File: config.mk
export PLATFORM = sky130hd
export DESIGN_NAME = approx_mult_err_monitor_flat
export DESIGN_NICKNAME = d
export VERILOG_FILES = /design/src/rtl/approx_mult_err_monitor_pkg.sv /design/src/rtl/approx_mult_err_monitor_if.sv /design/src/rtl/approx_mult_err_monitor_ed_calc.sv /design/src/rtl/approx_mult_err_monitor.sv /design/src/flat_wrapper.sv
export SDC_FILE = /design/constraint.sdc
export NUM_CORES = 1
export LEC_CHECK = 0
export CORE_MARGIN = 3
export CORE_UTILIZATION = 30
export DETAILED_ROUTE_END_ITERATION = 16
export GPL_TIMING_DRIVEN = 0
export SLEW_MARGIN = 0
export SYNTH_ARGS = -nofsm -noshare
export SYNTH_HDL_FRONTEND = slang
export SYNTH_SLANG_ARGS = --single-unit
export TNS_END_PERCENT = 50
File: constraint.sdc
create_clock -name clk -period 6.6 [get_ports clk]
set_input_delay 1.32 -clock clk [delete_from_list [all_inputs] [get_ports clk]]
set_output_delay 1.32 -clock clk [all_outputs]
set_load 0.03 [all_outputs]
File: src/rtl/approx_mult_err_monitor_pkg.sv
// Shared types and constants for the approximate-multiplier error monitor.
// Latency: n/a (package only).
// Backpressure: n/a (package only).
package approx_mon_pkg;

  typedef enum logic [1:0] {
    IDLE   = 2'd0,
    RUN    = 2'd1,
    DRAIN  = 2'd2,
    REPORT = 2'd3
  } mon_state_t;

  localparam int PROD_W = 16;
  localparam int OP_W   = 8;

  // Error-distance sum width: one product-width term per sample, WINDOW samples.
  function automatic int sum_w_of(input int window);
    return PROD_W + $clog2(window);
  endfunction

endpackage

File: src/rtl/approx_mult_err_monitor_if.sv
// Sample input bus and report output bus of the error monitor.
// Latency: n/a (wires only).
// Backpressure: in_valid/in_ready on samples, rpt_valid/rpt_ready on reports.
interface approx_mult_err_monitor_if #(
  parameter int WINDOW = 256
);
  import approx_mon_pkg::*;

  localparam int CNT_W = $clog2(WINDOW) + 1;
  localparam int SUM_W = sum_w_of(WINDOW);

  logic              start;
  logic              in_valid;
  logic              in_ready;
  logic [OP_W-1:0]   in_x;
  logic [OP_W-1:0]   in_y;
  logic [PROD_W-1:0] in_z;
  logic              rpt_valid;
  logic              rpt_ready;
  logic [SUM_W-1:0]  rpt_sum_ed;
  logic [SUM_W:0]    rpt_bias;
  logic [PROD_W-1:0] rpt_max_ed;
  logic [CNT_W-1:0]  rpt_err_cnt;
  logic              busy;

  // Sample producer / report consumer side.
  modport master (
    output start, in_valid, in_x, in_y, in_z, rpt_ready,
    input  in_ready, rpt_valid, rpt_sum_ed, rpt_bias, rpt_max_ed, rpt_err_cnt, busy
  );

  // Monitor side.
  modport slave (
    input  start, in_valid, in_x, in_y, in_z, rpt_ready,
    output in_ready, rpt_valid, rpt_sum_ed, rpt_bias, rpt_max_ed, rpt_err_cnt, busy
  );

endinterface

File: src/rtl/approx_mult_err_monitor_ed_calc.sv
// Stage 1: exact product, signed error d = z - exact, |d| and nonzero flag.
// Latency: 1 cycle (outputs registered on the enable edge).
// Backpressure: none; en is the accept strobe, outputs hold when en is low.
module approx_ed_calc
  import approx_mon_pkg::*;
(
  input  logic                     clk,
  input  logic                     rst_n,
  input  logic                     en,
  input  logic [OP_W-1:0]          x,
  input  logic [OP_W-1:0]          y,
  input  logic [PROD_W-1:0]        z,
  output logic                     vld,
  output logic signed [PROD_W:0]   d,
  output logic [PROD_W-1:0]        ed,
  output logic                     ne
);

  logic [PROD_W-1:0]        exact;
  logic signed [PROD_W:0]   diff;
  logic [PROD_W-1:0]        ed_c;

  // Exact product and error terms; |d| always fits 16 bits (range -65025..65535).
  always_comb begin
    exact = PROD_W'(x) * PROD_W'(y);
    diff  = $signed({1'b0, z}) - $signed({1'b0, exact});
    ed_c  = diff[PROD_W] ? PROD_W'(-diff) : PROD_W'(diff);
  end

  // Register the terms of the accepted sample and flag them for stage 2.
  always_ff @(posedge clk or negedge rst_n) begin
    if (!rst_n) begin
      vld <= 1'b0;
      d   <= '0;
      ed  <= '0;
      ne  <= 1'b0;
    end else begin
      vld <= en;
      if (en) begin
        d  <= diff;
        ed <= ed_c;
        ne <= (diff != '0);
      end
    end
  end

endmodule

File: src/rtl/approx_mult_err_monitor.sv
// Accumulates error statistics of an approximate 8x8 multiplier over WINDOW samples.
// Latency: report valid 2 cycles after the accept edge of the last sample.
// Backpressure: in_ready only in RUN; report held stable until rpt_ready.
module approx_mult_err_monitor
  import approx_mon_pkg::*;
#(
  parameter int WINDOW = 256,
  parameter int CNT_W  = $clog2(WINDOW) + 1,
  parameter int SUM_W  = sum_w_of(WINDOW)
) (
  input  logic                       clk,
  input  logic                       rst_n,
  approx_mult_err_monitor_if.slave   io
);

  mon_state_t               state;
  logic [CNT_W-1:0]         sample_cnt;
  logic                     in_ready_q;
  logic                     rpt_valid_q;
  logic                     busy_q;

  logic                     accept;
  logic                     clr;

  logic                     s1_vld;
  logic signed [PROD_W:0]   s1_d;
  logic [PROD_W-1:0]        s1_ed;
  logic                     s1_ne;

  logic [SUM_W-1:0]         sum_ed;
  logic signed [SUM_W:0]    bias;
  logic [PROD_W-1:0]        max_ed;
  logic [CNT_W-1:0]         err_cnt;

  assign accept = io.in_valid & in_ready_q;
  assign clr    = (state == IDLE) & io.start;

  approx_ed_calc u_ed_calc (
    .clk   (clk),
    .rst_n (rst_n),
    .en    (accept),
    .x     (io.in_x),
    .y     (io.in_y),
    .z     (io.in_z),
    .vld   (s1_vld),
    .d     (s1_d),
    .ed    (s1_ed),
    .ne    (s1_ne)
  );

  // Window sequencing; handshake outputs are registered alongside the state.
  always_ff @(posedge clk or negedge rst_n) begin
    if (!rst_n) begin
      state       <= IDLE;
      sample_cnt  <= '0;
      in_ready_q  <= 1'b0;
      rpt_valid_q <= 1'b0;
      busy_q      <= 1'b0;
    end else begin
      case (state)
        IDLE: begin
          if (io.start) begin
            state      <= RUN;
            sample_cnt <= '0;
            in_ready_q <= 1'b1;
            busy_q     <= 1'b1;
          end
        end
        RUN: begin
          if (accept) begin
            sample_cnt <= sample_cnt + CNT_W'(1);
            // Last sample of the window: stop accepting on this same edge.
            if (sample_cnt == CNT_W'(WINDOW - 1)) begin
              state      <= DRAIN;
              in_ready_q <= 1'b0;
            end
          end
        end
        DRAIN: begin
          // The last sample reaches the accumulators on this edge.
          state       <= REPORT;
          rpt_valid_q <= 1'b1;
        end
        REPORT: begin
          if (io.rpt_ready) begin
            state       <= IDLE;
            rpt_valid_q <= 1'b0;
            busy_q      <= 1'b0;
          end
        end
        default: begin
          state       <= IDLE;
          in_ready_q  <= 1'b0;
          rpt_valid_q <= 1'b0;
          busy_q      <= 1'b0;
        end
      endcase
    end
  end

  // Stage 2: fold each registered stage-1 result into the window statistics.
  always_ff @(posedge clk or negedge rst_n) begin
    if (!rst_n) begin
      sum_ed  <= '0;
      bias    <= '0;
      max_ed  <= '0;
      err_cnt <= '0;
    end else if (clr) begin
      sum_ed  <= '0;
      bias    <= '0;
      max_ed  <= '0;
      err_cnt <= '0;
    end else if (s1_vld) begin
      sum_ed  <= sum_ed + SUM_W'(s1_ed);
      bias    <= bias + (SUM_W+1)'(s1_d);
      err_cnt <= err_cnt + CNT_W'(s1_ne);
      if (s1_ed > max_ed) begin
        max_ed <= s1_ed;
      end
    end
  end

  // Accumulators are frozen in REPORT, so the report reads them directly.
  assign io.in_ready    = in_ready_q;
  assign io.rpt_valid   = rpt_valid_q;
  assign io.busy        = busy_q;
  assign io.rpt_sum_ed  = sum_ed;
  assign io.rpt_bias    = bias;
  assign io.rpt_max_ed  = max_ed;
  assign io.rpt_err_cnt = err_cnt;

endmodule

File: src/flat_wrapper.sv
// flat-port wrapper written by rule: the top's interface ports become plain ports
module approx_mult_err_monitor_flat import approx_mon_pkg::*;
#(
  parameter int WINDOW = 256,
  parameter int CNT_W  = $clog2(WINDOW) + 1,
  parameter int SUM_W  = sum_w_of(WINDOW)
)
  (clk, rst_n, io_start, io_in_valid, io_in_x, io_in_y, io_in_z, io_rpt_ready, io_in_ready, io_rpt_valid, io_rpt_sum_ed, io_rpt_bias, io_rpt_max_ed, io_rpt_err_cnt, io_busy);
  approx_mult_err_monitor_if #(.WINDOW(WINDOW)) io_i ();
  input  logic clk;
  input  logic rst_n;
  input wire logic [$bits(io_i.start)-1:0] io_start;
  input wire logic [$bits(io_i.in_valid)-1:0] io_in_valid;
  input wire logic [$bits(io_i.in_x)-1:0] io_in_x;
  input wire logic [$bits(io_i.in_y)-1:0] io_in_y;
  input wire logic [$bits(io_i.in_z)-1:0] io_in_z;
  input wire logic [$bits(io_i.rpt_ready)-1:0] io_rpt_ready;
  output wire logic [$bits(io_i.in_ready)-1:0] io_in_ready;
  output wire logic [$bits(io_i.rpt_valid)-1:0] io_rpt_valid;
  output wire logic [$bits(io_i.rpt_sum_ed)-1:0] io_rpt_sum_ed;
  output wire logic [$bits(io_i.rpt_bias)-1:0] io_rpt_bias;
  output wire logic [$bits(io_i.rpt_max_ed)-1:0] io_rpt_max_ed;
  output wire logic [$bits(io_i.rpt_err_cnt)-1:0] io_rpt_err_cnt;
  output wire logic [$bits(io_i.busy)-1:0] io_busy;
  assign io_i.start = io_start;
  assign io_i.in_valid = io_in_valid;
  assign io_i.in_x = io_in_x;
  assign io_i.in_y = io_in_y;
  assign io_i.in_z = io_in_z;
  assign io_i.rpt_ready = io_rpt_ready;
  assign io_in_ready = io_i.in_ready;
  assign io_rpt_valid = io_i.rpt_valid;
  assign io_rpt_sum_ed = io_i.rpt_sum_ed;
  assign io_rpt_bias = io_i.rpt_bias;
  assign io_rpt_max_ed = io_i.rpt_max_ed;
  assign io_rpt_err_cnt = io_i.rpt_err_cnt;
  assign io_busy = io_i.busy;
  approx_mult_err_monitor #(.WINDOW(WINDOW), .CNT_W(CNT_W), .SUM_W(SUM_W)) u_core (.clk(clk), .rst_n(rst_n), .io(io_i));
endmodule
# [After elaboration in Yosys (flattened, before gate mapping)]
# Index checks and enable logic that the tools add are counted.
[totals] regBits=123 latch_bits=0 ramBits=0 romBits=0 in_bits=37 out_inout_bits=77 wordCells=69 memories=0
[classes] addsub=6 n_mul=1 n_div=0 magnitude_cmp=1 n_eq_ne=8 n_shift=0 mux=25 n_bitwise=2 reduce_logical=13
[op_table] cell="two-way mux 16 bit" count=4
[op_table] cell="two-way mux 25 bit" count=2
[op_table] cell="two-way mux 24 bit" count=2
[op_table] cell="two-way mux 9 bit" count=4
[op_table] cell="adder 25 x 17 -> 25 bit" count=1
[op_table] cell="adder 24 x 16 -> 24 bit" count=1
[op_table] cell="one-hot mux 9 bit (2 select lines)" count=1
[op_table] cell="nonzero test 17 bit" count=1
[op_table] cell="subtractor 16 x 16 -> 17 bit" count=1
[op_table] cell="greater-than comparator 16 bit" count=1
[op_table] cell="multiplier 8 x 8 -> 16 bit" count=1
[op_table] cell="negation 16 bit" count=1
[op_table] cell="nonzero test 2 bit" count=5
[op_table] cell="adder 9 x 1 -> 9 bit" count=1
[op_table] cell="adder 9 x 1 -> 9 bit (second input constant)" count=1
[op_table] cell="== test 9 x 8 -> 1 bit (second input constant)" count=1
[op_table] cell="two-way mux 2 bit" count=4
[op_table] cell="one-hot mux 2 bit (4 select lines)" count=1
[op_table] cell="AND reduction 4 bit" count=2
[op_table] cell="!= test 2 bit (second input constant)" count=3
[op_table] cell="one-hot mux 1 bit (2 select lines)" count=3
[op_table] cell="AND reduction 3 bit" count=2
[op_table] cell="== test 2 bit (second input constant)" count=2
[op_table] cell="two-way mux 1 bit" count=4
[op_table] cell="5 further kinds" count=7

# [Logic depth before layout (Yosys ltp)]
[depth] word_depth=4 mapped_depth=19 depth_no_buf=18

# [Hierarchy]
# From an unflattened synthesis, not the netlist that was laid out.
[unflattened] hier_cells=1294 hier_area_um2=11397.2
[modules_own_cells] mod="approx_mult_err_monitor" instances=1 cells_per_inst=767 area_per_inst_um2=6718.9 seq_area_each_um2=2202.1
[modules_own_cells] mod="approx_ed_calc" instances=1 cells_per_inst=527 area_per_inst_um2=4678.2 seq_area_each_um2=850.8

# [Worst setup path before layout]
# No wires, ideal clock.
[synth_timing] path_type="input -> register" start="input port io_in_x[6]" end="register u_core.u_ed_calc.ed[14]" setup_time_ns=0.092 arrival_ns=5.741 t_required_ns=6.508 setup_slack_ns=0.768 stages=17 cell_sequence="and2_1 -> fa_1 -> inv_1 -> fa_1 -> fa_1 -> inv_1 -> fa_1 -> inv_1 -> ha_1 -> a211oi_1 -> o21bai_1 -> a211oi_2 -> xor2_1 -> o221ai_1 -> or3_4 -> and3_4 -> o31ai_2"
[synth_via] elab_chain_len=4
[synth_rtl] item="start, declared" line_no="flat_wrapper.sv:14" rtl="input wire logic [$bits(io_i.in_x)-1:0] io_in_x;"
[synth_rtl] item="multiplier 8 x 8 -> 16 bit *" line_no="approx_mult_err_monitor_ed_calc.sv:25" rtl="exact = PROD_W'(x) * PROD_W'(y);"
[synth_rtl] item="subtractor 16 x 16 -> 17 bit *" line_no="approx_mult_err_monitor_ed_calc.sv:26" rtl="diff = $signed({1'b0, z}) - $signed({1'b0, exact});"
[synth_rtl] item="negation 16 bit" line_no="approx_mult_err_monitor_ed_calc.sv:27" rtl="ed_c = diff[PROD_W] ? PROD_W'(-diff) : PROD_W'(diff);"
[synth_rtl] item="two-way mux 16 bit *" line_no="approx_mult_err_monitor_ed_calc.sv:27"
[synth_rtl] item="end signal, assigned" line_no="approx_mult_err_monitor_ed_calc.sv:35" rtl="ed <= '0;"
[synth_rtl] item="end signal, assigned" line_no="approx_mult_err_monitor_ed_calc.sv:41" rtl="ed <= ed_c;"
[synth_rtl] item="end, declared" line_no="approx_mult_err_monitor_ed_calc.sv:15" rtl="output logic [PROD_W-1:0] ed,"
# Mark *: on every way between the ends. The rest lies on a longest branch, timed or not.
# A chain may end at the register's enable or synchronous reset.

# [Worst setup path in the final report]
[layout_timing] start="input port io_in_y[0]" end="register u_core.u_ed_calc.ed[14]"
[layout_via] elab_chain_len=4
[layout_rtl] item="start, declared" line_no="flat_wrapper.sv:15" rtl="input wire logic [$bits(io_i.in_y)-1:0] io_in_y;"
[layout_rtl] item="multiplier 8 x 8 -> 16 bit *" line_no="approx_mult_err_monitor_ed_calc.sv:25"
[layout_rtl] item="subtractor 16 x 16 -> 17 bit *" line_no="approx_mult_err_monitor_ed_calc.sv:26"
[layout_rtl] item="negation 16 bit" line_no="approx_mult_err_monitor_ed_calc.sv:27"
[layout_rtl] item="two-way mux 16 bit *" line_no="approx_mult_err_monitor_ed_calc.sv:27"
# Marked as above.

==> run summary <==
============================================================================================
Post-synthesis instance total                                                           1235
DIE AREA                                                                         38200 sq um
Sequential-to-total area share from yosys stat                                         28.4%
Maximum vdd drop                                                                    0.233 mV
Synth warn                                                                                 0
Clk buf depth                                                                              2
Routed len/inst                                                                 15.9 microns
Global route overflow                                                                      0
Number of antenna violations at the first check in global routing                          0
Leading cell type in the layout, fill and taps excluded                         sky130_fd_sc_hd__nand2_1
Multiplexer area fraction after synthesis                                              3.54%
Number of optimization iterations in the first detailed-route pass                         5
Synthesis-stage register bit count                                                       122
Synthesized cell area                                                            10800 sq um
Antenna diode count                                                                        0
Number of DRC violations after detailed routing                                            0
Worst min-delay path category                                                        reg2reg
FILL cells                                                                              3527
Worst rel slew slack                                                                   34.1%
Area of the core                                                                 35000 sq um
Count of clock tree sinks                                                                122
Arrival time of the worst setup path                                                 6.70 ns
Launch point of the worst path                                                    io_in_y[0]
Data required time of the critical path                                              6.92 ns
Share of power burned in registers                                                     19.2%
Starting DRC count in detailed routing                                                   443
Critical path capture point                                                     u_core.u_ed_calc.ed[14]$_DFFE_PN0P_
Fraction of the cycle the final worst path needs                                       96.6%
Layout overhead on the synthesized area                                                21.9%
Post-Place Cell Area                                                             12500 sq um
Wire length of the first global-routing pass                                    47600 microns
Share of total power consumed by net switching                                         49.7%
Worst Path Max Fanout                                                                     10
Number of enable flip-flop cells after synthesis                                           0
Die Span Y                                                                       195 microns
Final #Nets                                                                             1563
Clock period minus final worst setup slack                                           6.38 ns
Later-pin clock latency in the skew report                                           0.42 ns
Gate power share                                                                       68.3%
Placed wire-length estimate after detailed placement                            23300 microns
Remaining number of nets flagged by the antenna check after routing                        0
Synthesized Nets                                                                        1429
RSZ-0062 raised after global routing                                                      no
Design Area, Final                                                               13100 sq um
I/O pin total                                                                            114
Clock tree from TritonCTS                                                                yes
Total power                                                                          7.34 mW
Depth of the worst register-to-register path                                              11
Startpoint of the lowest-slack register-to-register path                        u_core.u_ed_calc.d[0]$_DFFE_PN0P_
Starting utilization of the core area                                                  30.8%
CP Launch Type                                                                     input pin
Most frequent cells in the layout                                               129 x sky130_fd_sc_hd__nand2_1, 124 x sky130_fd_sc_hd__inv_1, 122 x sky130_fd_sc_hd__dfrtp_1
Power per cell area                                                              559 nW/um^2
Slew at the pin with the worst max-slew slack                                       0.983 ns
Vias in the first global route                                                          9044
Post-Synth Adder-Cell Area                                                             21.8%
Leakage                                                                              6.23 nW
Routability cong.                                                                      0.890
Library cell used as clock root buffer                                          sky130_fd_sc_hd__clkbuf_16
Outcome                                                                            completed
Cts bufs inserted                                                                         17
Combined global-route utilization of all metal layers                                  15.2%
Share of synthesized registers carrying an async set or reset                           100%
Critical path type                                                                    in2reg
Final setup violation count                                                                0
Clk slew on worst S/H paths                                                          0.06 ns
Share of post-route cells with drive strength above 1                                  4.41%
Post-synthesis xor/xnor area fraction                                                  3.82%
Switching Power                                                                      3.65 mW
Number of standard-cell rows in the floorplan                                             68
Via/cell ratio                                                                          5.03
Flop-to-flop setup slack                                                             3.28 ns
Area fraction in compound gates after synthesis                                        16.3%
Horizontal die dimension                                                         195 microns
Count of cell types in the netlist                                                        77
Clock H-tree levels                                                                        4
Final-layout worst hold slack                                                       0.493 ns
Main combinational cell family by area after synthesis                           adder cells
Maximum number of pins on one net before global-route repair                              71
Number of hold-slack violations in the final timing report                                 0
Category of the worst setup path capture point                                      register
Post-synth top flop                                                             sky130_fd_sc_hd__dfrtp_1
Final worst clock skew                                                            0.00860 ns
Internal power                                                                       3.70 mW
IO Port Bufs                                                                             113
Mean instance size in the synthesized netlist                                     8.72 sq um
Portion of total power attributed to the clock network                                 12.5%
Aggregate routed wire length                                                    29200 microns
Final Max Tran Viols                                                                       0
FMAX                                                                                 157 MHz
Max capacitance violation total                                                            0
Basic-gate share of the synthesized area counting and, or, nand and nor cells          20.3%
Number of vias after detailed routing                                                   9233
Capture instance of the worst register-to-register path                         u_core.io.rpt_bias[20]$_DFFE_PN0P_
============================================================================================
-- area by class of cell --
cell class / instances / area [sq um] / area share, %
sequential: 122 / 3050 / 23.3
timing repair buffer: 115 / 1200 / 9.12
buffer: 39 / 160 / 1.22
multi-input combinational: 950 / 7110 / 54.2
tap: 455 / 569 / 4.34
clock inverter: 10 / 125 / 0.953
clock buffer: 22 / 444 / 3.38
inverter: 124 / 465 / 3.55
-- timing repair --
item / 4_1_cts / 5_1_grt
gates resized for setup: 0 / 19
hold buffers: 0 / 0
buffers inserted: 0 / 1
endpoints found under the setup margin: 0 / 15
-- flip-flops by register name, summed over array words and instances (netlist names) --
name and count:
u_core.io.rpt_valid 1, u_core.u_ed_calc.ne 1, u_core.u_ed_calc.d 17, u_core.io.in_ready 1, u_core.u_ed_calc.ed 15, u_core.state 2, u_core.io.rpt_bias 25, u_core.sample_cnt 9
u_core.io.rpt_max_ed 16, u_core.io.busy 1, u_core.io.rpt_sum_ed 24, u_core.u_ed_calc.vld 1, u_core.io.rpt_err_cnt 9
-- per-layer routing --
metal,GRT usage (%),vias up,part of all wire (%)
li1,-,4558,-
met5,0,-,0
met2,26.4,167,49
met1,20.1,4487,46
met4,3.56,0,1.2
met3,1.95,21,3.3
-- per-stage QoR --
stage	setup WS, ns	utilization [%]	setup TNS, ns	cells
global route	0.00819	37.5	0	1837
floorplan	0.768	-	0	1235
detailed placement	-0.409	35.7	-3.18	1804
CTS	0.0199	37.4	0	1836
global placement	-0.753	35.7	-93.05	1803
finish	0.221	37.5	0	1837
-- worst max-delay path: stages --
cell	delay (ns)
sky130_fd_sc_hd__clkdlybuf4s50_1	0.63
sky130_fd_sc_hd__nand2_1	0.11
sky130_fd_sc_hd__fa_1	0.47
sky130_fd_sc_hd__fa_1	0.51
sky130_fd_sc_hd__inv_1	0.05
sky130_fd_sc_hd__fa_1	0.46
sky130_fd_sc_hd__fa_1	0.54
sky130_fd_sc_hd__inv_1	0.04
sky130_fd_sc_hd__ha_1	0.30
sky130_fd_sc_hd__buf_2	0.17
sky130_fd_sc_hd__nor4b_1	0.15
sky130_fd_sc_hd__a2111oi_0	0.46
sky130_fd_sc_hd__nand3b_1	0.38
sky130_fd_sc_hd__nor2_8	0.23
sky130_fd_sc_hd__nand4_4	0.12
sky130_fd_sc_hd__or3_4	0.36
sky130_fd_sc_hd__and3_4	0.19
sky130_fd_sc_hd__o31ai_2	0.21
-- synth_stat cells, types with 17 or more instances --
| library cell | number | share of area [%] |
|---|---|---|
| sky130_fd_sc_hd__a21o_1 | 26 | 1.8 |
| sky130_fd_sc_hd__a21oi_1 | 68 | 3.2 |
| sky130_fd_sc_hd__and2_1 | 53 | 3.1 |
| sky130_fd_sc_hd__clkbuf_1 | 24 | 0.84 |
| sky130_fd_sc_hd__dfrtp_1 | 122 | 28 |
| sky130_fd_sc_hd__fa_1 | 51 | 9.5 |
| sky130_fd_sc_hd__ha_1 | 106 | 12 |
| sky130_fd_sc_hd__inv_1 | 124 | 4.3 |
| sky130_fd_sc_hd__mux2i_1 | 37 | 3.4 |
| sky130_fd_sc_hd__nand2_1 | 129 | 4.5 |
| sky130_fd_sc_hd__nand3_1 | 28 | 1.3 |
| sky130_fd_sc_hd__nor2_1 | 100 | 3.5 |
| sky130_fd_sc_hd__nor3_1 | 17 | 0.79 |
| sky130_fd_sc_hd__o21ai_0 | 66 | 3.1 |
| sky130_fd_sc_hd__or3_1 | 17 | 0.99 |
| sky130_fd_sc_hd__xnor2_1 | 24 | 2.0 |
| sky130_fd_sc_hd__xor2_1 | 23 | 1.9 |
-- worst min path at each step --
stage | start | end | slack (ns) | depth (start not counted)
4_1_cts | u_core.u_ed_calc.d[14]$_DFFE_PN0P_ | u_core.u_ed_calc.d[14]$_DFFE_PN0P_ | 0.50 | 2
3_5_place_dp | u_core.u_ed_calc.d[14]$_DFFE_PN0P_ | u_core.u_ed_calc.d[14]$_DFFE_PN0P_ | 0.49 | 2
3_3_place_gp | u_core.u_ed_calc.d[15]$_DFFE_PN0P_ | u_core.u_ed_calc.d[15]$_DFFE_PN0P_ | 0.48 | 2
6_report | u_core.u_ed_calc.d[14]$_DFFE_PN0P_ | u_core.u_ed_calc.d[14]$_DFFE_PN0P_ | 0.49 | 2
2_1_floorplan | u_core.u_ed_calc.d[13]$_DFFE_PN0P_ | u_core.u_ed_calc.d[13]$_DFFE_PN0P_ | 0.45 | 2
5_1_grt | u_core.u_ed_calc.d[4]$_DFFE_PN0P_ | u_core.u_ed_calc.d[4]$_DFFE_PN0P_ | 0.53 | 2
-- power groups by stage --
stage / Sequential [mW] / Combinational, mW / Clock, mW
after floorplan: 1.61 / 3.34 / 0
after global placement: 1.42 / 4.85 / 0
after detailed placement: 1.42 / 4.95 / 0
after CTS: 1.41 / 4.98 / 0.935
after global routing: 1.44 / 5.62 / 0.965
final: 1.41 / 5.02 / 0.919
-- cells by family after synthesis --
kind of cell               after synthesis
DFF                                    122
buffers and inverters                  163
xor gates and xnor gates                47
and+or+nand+nor                        436
AOI/OAI and AO/OA                      272
adders and majority gates              157
muxes                                   38
Note: power is estimated with default switching activity, not from simulation.
